[src/rtl/ei_tdp_ram_port_master.sv]
// Initiator for one TDP RAM port: valid/ready commands in, registered RAM port out, in-order read data via a credit-guarded FIFO.
// Burst support (cmd_len, BURST state) is compiled in only when EI_TDP_RAM_MST_BURST_EN is defined.
module ei_tdp_ram_port_master #(
    parameter int DATA_WIDTH = 8,
    parameter int ADDR_WIDTH = 10,
    parameter int RSP_DEPTH  = 4,
    parameter int LEN_WIDTH  = 4
) (
    input  logic                  clk,
    input  logic                  resetn,
    input  logic                  cmd_valid,
    output logic                  cmd_ready,
    input  logic                  cmd_we,
    input  logic [ADDR_WIDTH-1:0] cmd_addr,
    input  logic [DATA_WIDTH-1:0] cmd_wdata,
`ifdef EI_TDP_RAM_MST_BURST_EN
    input  logic [LEN_WIDTH-1:0]  cmd_len,
`endif
    output logic                  rsp_valid,
    input  logic                  rsp_ready,
    output logic [DATA_WIDTH-1:0] rsp_data,
    output logic [ADDR_WIDTH-1:0] mem_addr,
    output logic [DATA_WIDTH-1:0] mem_data,
    output logic                  mem_we,
    output logic                  mem_re,
    input  logic [DATA_WIDTH-1:0] mem_q,
    output logic                  busy
);

    localparam int PW = (RSP_DEPTH > 1) ? $clog2(RSP_DEPTH) : 1;
    localparam int CW = PW + 1;
    localparam logic [CW-1:0] DEPTH_C = CW'(RSP_DEPTH);

    logic                  run_r;
    logic                  inflight_r;
    logic [DATA_WIDTH-1:0] fifo_mem_r [RSP_DEPTH];
    logic [PW-1:0]         wr_ptr_r;
    logic [PW-1:0]         rd_ptr_r;
    logic [CW-1:0]         fifo_count_r;
    logic                  credit_ok_s;
    logic                  push_s;
    logic                  pop_s;
    logic                  burst_active_s;
    logic                  issue_we_s;
    logic                  issue_re_s;
    logic [ADDR_WIDTH-1:0] issue_addr_s;
    logic [DATA_WIDTH-1:0] issue_data_s;

    // A read may issue only if a FIFO slot remains after every read already on its way.
    assign credit_ok_s = (fifo_count_r + CW'(mem_re) + CW'(inflight_r)) < DEPTH_C;

`ifdef EI_TDP_RAM_MST_BURST_EN
    typedef enum logic {IDLE = 1'b0, BURST = 1'b1} state_t;

    state_t                state_r;
    state_t                state_s;
    logic [ADDR_WIDTH-1:0] burst_addr_r;
    logic [LEN_WIDTH-1:0]  beats_left_r;
    logic                  burst_we_r;
    logic [DATA_WIDTH-1:0] burst_data_r;

    // State register and saved context of the burst in progress
    always_ff @(posedge clk or negedge resetn) begin
        if (!resetn) begin
            state_r      <= IDLE;
            burst_addr_r <= '0;
            beats_left_r <= '0;
            burst_we_r   <= 1'b0;
            burst_data_r <= '0;
        end else begin
            state_r <= state_s;
            if (state_r == IDLE && cmd_valid && cmd_ready) begin
                burst_addr_r <= cmd_addr + ADDR_WIDTH'(1);
                beats_left_r <= cmd_len;
                burst_we_r   <= cmd_we;
                burst_data_r <= cmd_wdata;
            end else if (state_r == BURST && (issue_we_s || issue_re_s)) begin
                burst_addr_r <= burst_addr_r + ADDR_WIDTH'(1);
                beats_left_r <= beats_left_r - LEN_WIDTH'(1);
            end
        end
    end

    // Next state and beat selection; burst reads wait for credit, burst writes never do
    always_comb begin
        state_s      = state_r;
        cmd_ready    = 1'b0;
        issue_we_s   = 1'b0;
        issue_re_s   = 1'b0;
        issue_addr_s = cmd_addr;
        issue_data_s = cmd_wdata;
        case (state_r)
            IDLE: begin
                cmd_ready = run_r && credit_ok_s;
                if (cmd_valid && cmd_ready) begin
                    issue_we_s = cmd_we;
                    issue_re_s = !cmd_we;
                    if (cmd_len != '0) begin
                        state_s = BURST;
                    end else begin
                        state_s = IDLE;
                    end
                end else begin
                    state_s = IDLE;
                end
            end
            BURST: begin
                issue_addr_s = burst_addr_r;
                issue_data_s = burst_data_r;
                if (burst_we_r || credit_ok_s) begin
                    issue_we_s = burst_we_r;
                    issue_re_s = !burst_we_r;
                    if (beats_left_r == LEN_WIDTH'(1)) begin
                        state_s = IDLE;
                    end else begin
                        state_s = BURST;
                    end
                end else begin
                    state_s = BURST;
                end
            end
            default: state_s = IDLE;
        endcase
    end

    assign burst_active_s = (state_r == BURST);
`else
    // Every accepted command is exactly one RAM beat
    always_comb begin
        cmd_ready    = run_r && credit_ok_s;
        issue_addr_s = cmd_addr;
        issue_data_s = cmd_wdata;
        if (cmd_valid && cmd_ready) begin
            issue_we_s = cmd_we;
            issue_re_s = !cmd_we;
        end else begin
            issue_we_s = 1'b0;
            issue_re_s = 1'b0;
        end
    end

    assign burst_active_s = 1'b0;
`endif

    // RAM port registers; addr/data hold between beats, the read tag follows mem_re by one cycle
    always_ff @(posedge clk or negedge resetn) begin
        if (!resetn) begin
            run_r      <= 1'b0;
            mem_addr   <= '0;
            mem_data   <= '0;
            mem_we     <= 1'b0;
            mem_re     <= 1'b0;
            inflight_r <= 1'b0;
        end else begin
            run_r      <= 1'b1;
            mem_we     <= issue_we_s;
            mem_re     <= issue_re_s;
            inflight_r <= mem_re;
            if (issue_we_s || issue_re_s) begin
                mem_addr <= issue_addr_s;
            end
            if (issue_we_s) begin
                mem_data <= issue_data_s;
            end
        end
    end

    assign push_s = inflight_r;
    assign pop_s  = rsp_valid && rsp_ready;

    // Response FIFO pointers and occupancy
    always_ff @(posedge clk or negedge resetn) begin
        if (!resetn) begin
            wr_ptr_r     <= '0;
            rd_ptr_r     <= '0;
            fifo_count_r <= '0;
        end else begin
            if (push_s) begin
                wr_ptr_r <= wr_ptr_r + PW'(1);
            end
            if (pop_s) begin
                rd_ptr_r <= rd_ptr_r + PW'(1);
            end
            case ({push_s, pop_s})
                2'b10:   fifo_count_r <= fifo_count_r + CW'(1);
                2'b01:   fifo_count_r <= fifo_count_r - CW'(1);
                default: fifo_count_r <= fifo_count_r;
            endcase
        end
    end

    // Response storage; entries are only observed after being pushed
    always_ff @(posedge clk) begin
        if (push_s) begin
            fifo_mem_r[wr_ptr_r] <= mem_q;
        end
    end

    assign rsp_valid = (fifo_count_r != '0);
    assign rsp_data  = rsp_valid ? fifo_mem_r[rd_ptr_r] : '0;
    assign busy      = burst_active_s || mem_re || inflight_r || rsp_valid;

endmodule

[config.mk]
export PLATFORM = sky130hd
export DESIGN_NAME = ei_tdp_ram_port_master
export DESIGN_NICKNAME = d
export VERILOG_FILES = /design/src/rtl/ei_tdp_ram_port_master.sv
export SDC_FILE = /design/constraint.sdc
export NUM_CORES = 1
export LEC_CHECK = 0
export CORE_ASPECT_RATIO = 2
export CORE_MARGIN = 2
export CORE_UTILIZATION = 40
export CTS_CLUSTER_DIAMETER = 50
export DETAILED_ROUTE_END_ITERATION = 10
export PLACE_DENSITY = 0.76
export SYNTH_ARGS = -nofsm -noshare
export SYNTH_HDL_FRONTEND = slang
export SYNTH_SLANG_ARGS = --single-unit
[constraint.sdc]
create_clock -name clk -period 4.8 [get_ports clk]
set_clock_uncertainty 0.2 [all_clocks]
set_input_delay 0.48 -clock clk [delete_from_list [all_inputs] [get_ports clk]]
set_output_delay 0.48 -clock clk [all_outputs]
set_load 0.005 [all_outputs]
==> metrics.csv <==
stage,metric,value,unit
power_and_ir_drop,power.leakage,1.331,nW
clocking,htree_levels,3,
global_routing,antenna_found_initial,0,
drt,firstDrtPassIters,4,
synthesis,synth_area,2465,um^2
drt,wl_per_cell,16.08,um
worst_setup_path,crit_cells,5,
status,outcome,"complete, no violations",
floorplanning,die-width,59.51,um
drt,viasPerCell,5.011,
clocking,numCtsBuffers,9,
drt,ant_nets,0,
global_routing,grt_max_degree,30,
worst_setup_path,crit_path_start,inflight_r,
cells_and_area,diodes,0,
worst_setup_path,crit_chain,"ha_1, a21o_1, a21boi_1, nor3b_1, clkdlybuf4s50_1",
place,port_buffers,61,
drt,drt_iter0_markers,28,
flow_run,drv_cap,0,
timing,timing.fmax,0.3334,GHz
global_routing,track_usage,0.1524,
worst_hold_path,min_path_type,register to register,
synthesis,yosysTopAreaCell,edfxtp_1,
clocking,clk_pin_slew,0.05,ns
synthesis,synth_nets,177,
cells_and_area,fillCellCount,488,
timing,rsz0062_at_grt,false,
timing,setup_violations,0,
global_routing,overflow,0,
cells_and_area,final_cell_mix,"61 x clkdlybuf4s50_1, 32 x edfxtp_1, 29 x dfrtp_1",
worst_setup_path,startpoint_type,register,
timing,tns,0,ns
clocking,clkSinkCount,61,
synthesis,synth_edf_count,32,
worst_setup_path,rr_endpoint,mem_data[3],
worst_setup_path,path_buf_inv,1,
clocking,postCtsResizedCells,0,
drt,drc,0,
place,dp_hpwl,3262,um
floorplanning,dieArea,6844,um^2
synthesis,synth_top_area_frac,0.3898,
clocking,post_cts_buffers,0,
cells_and_area,register_area,1687,um^2
timing,max_slew_margin,0.5900,
drt,vias,1383,
synthesis,ys.flop_type,edfxtp_1,
synthesis,ys.warnings.count,0,
cells_and_area,layout_commonest_cell,clkdlybuf4s50_1,
power_and_ir_drop,p_per_area,598.3,nW/um^2
cells_and_area,fin_nets,246,
synthesis,synth_area_leaders,"edfxtp_1 39%, dfrtp_1 29%, mux2_2 8.2%",
synthesis,async_flop_share,0.4754,
floorplanning,ios,62,
worst_setup_path,crit_path_max_fanout,10,
timing,maxSlewViolCount,0,
floorplanning,die_h,115.0,um
worst_setup_path,crit_type,register to primary output,
cells_and_area,drive_above_1_share,0.1972,
timing,fin_ws,1.801,ns
timing,min_period_over_period,0.6249,
cells_and_area,area_delta_synth_final,40.00,%
worst_setup_path,worstSetupEndpointType,primary output,
place,gp_congestion,0.7577,
worst_setup_path,cp-endpoint,cmd_ready,
global_routing,grt_first_pass_wirelength,7458,um
synthesis,syn_area_per_cell,17.73,um^2
synthesis,synth_cells,139,
worst_setup_path,rrSetupSlack,2.34,ns
timing,fin_hold_ws,0.2267,ns
worst_setup_path,critical-path-slowest-cell,clkdlybuf4s50_1,
timing,tightest_slew,0.6124,ns
synthesis,yosys_register_bits,61,
synthesis,seq_area_frac_synth,0.6843,
floorplanning,row_count,40,
place,pre_cts_ws,2.122,ns
floorplanning,initial_core_util,0.4104,
power_and_ir_drop,ir_drop,0.4031,mV
timing,finalCriticalPeriod,2.999,ns
synthesis,ys_types,25,
cells_and_area,multi_input_area,739.5,um^2
worst_setup_path,slowest_delay,0.48,ns
floorplanning,core-area,6006,um^2
worst_setup_path,crit_family,compound AO/OA/AOI/OAI gates,
clocking,cts-root-buf,clkbuf_16,
timing,timing_hold_violations_final,0,
clocking,insertion_delay,0.32,ns
worst_setup_path,critPathArrivalTime,2.32,ns
worst_setup_path,r2r_start,inflight_r,
clocking,cts_tree,built,
drt,wirelength,4437,um
worst_setup_path,rr_worst_depth,5,
worst_setup_path,required,4.12,ns
clocking,holdBufCountCts,0,
clocking,clock_path_buffers,2,
global_routing,grt_pass1_vias,1535,
-- cells in the mapped netlist, types with 2 or more instances --
| cell type | number |
|---|---|
| edfxtp_1 | 32 |
| dfrtp_1 | 29 |
| mux2_2 | 18 |
| and2_1 | 13 |
| mux4_2 | 8 |
| ha_1 | 6 |
| inv_1 | 6 |
| xor2_1 | 4 |
| clkbuf_1 | 3 |
| nand2_1 | 3 |
| or3_1 | 2 |
| xnor2_1 | 2 |
-- registers in the layout, summed over array words and instances (netlist names) --
register / flops
fifo_count_r: 3
mem_addr: 10
mem_we: 1
run_r: 1
wr_ptr_r: 2
inflight_r: 1
mem_data: 8
rd_ptr_r: 2
fifo_mem_r: 32
mem_re: 1
-- power breakdown --
group	switching [mW]	internal, mW
combinational	0.199	0.434
sequential	0.106	0.675
clock	0.206	0.445
-- final cells by class --
type / instances / area share
flip-flops and latches: 61 / 0.4888
clock buffers: 9 / 0.06526
well taps: 63 / 0.02284
inverters: 6 / 0.006526
repair buffers: 62 / 0.1791
multi-input cells: 68 / 0.2143
clock inverters: 7 / 0.02321
-- worst min-delay path by stage --
stage               startpoint  slack (ns)  cells past startpoint              end
global route            mem_re        0.24                      0       inflight_r
floorplan               resetn       -0.02                      0  fifo_count_r[0]
detailed placement      mem_re        0.22                      0       inflight_r
CTS                     mem_re        0.23                      0       inflight_r
finish                  mem_re        0.23                      0       inflight_r
global placement        mem_re        0.21                      0       inflight_r
-- logic make-up (layout without fill, tap and decap cells) --
logic type      Yosys count  after routing  synth area share
compound gates            3              3          0.008122
xor+xnor                  6              6           0.02132
fa+ha+maj                 7              7           0.03858
buf+inv                  10             84           0.01573
flops                    61             61            0.6843
mux                      27             27            0.1594
other cells               1              1          0.001521
simple gates             24             24           0.07107
-- per-layer routing --
| layer | vias up | routed length, um | share of wire | track usage |
|---|---|---|---|---|
| met5 | - | 0 | 0 | 0 |
| met4 | 0 | 78 | 0.018 | 0.08444 |
| met3 | 8 | 303 | 0.068 | 0.05287 |
| met2 | 58 | 2397 | 0.54 | 0.2527 |
| met1 | 674 | 1658 | 0.37 | 0.1650 |
| li1 | 643 | - | - | - |
-- per-stage QoR --
stage	utilization	total power, mW	instances	instance area, um^2
finish	0.5746	2.065	276	3451
global route	0.5746	2.189	276	3451
CTS	0.5746	2.097	276	3451
detailed placement	0.5238	1.435	260	3146
global placement	0.5238	1.418	260	3146
floorplan	-	1.080	139	2465
No activity file was read; power rests on OpenSTA's default activity.
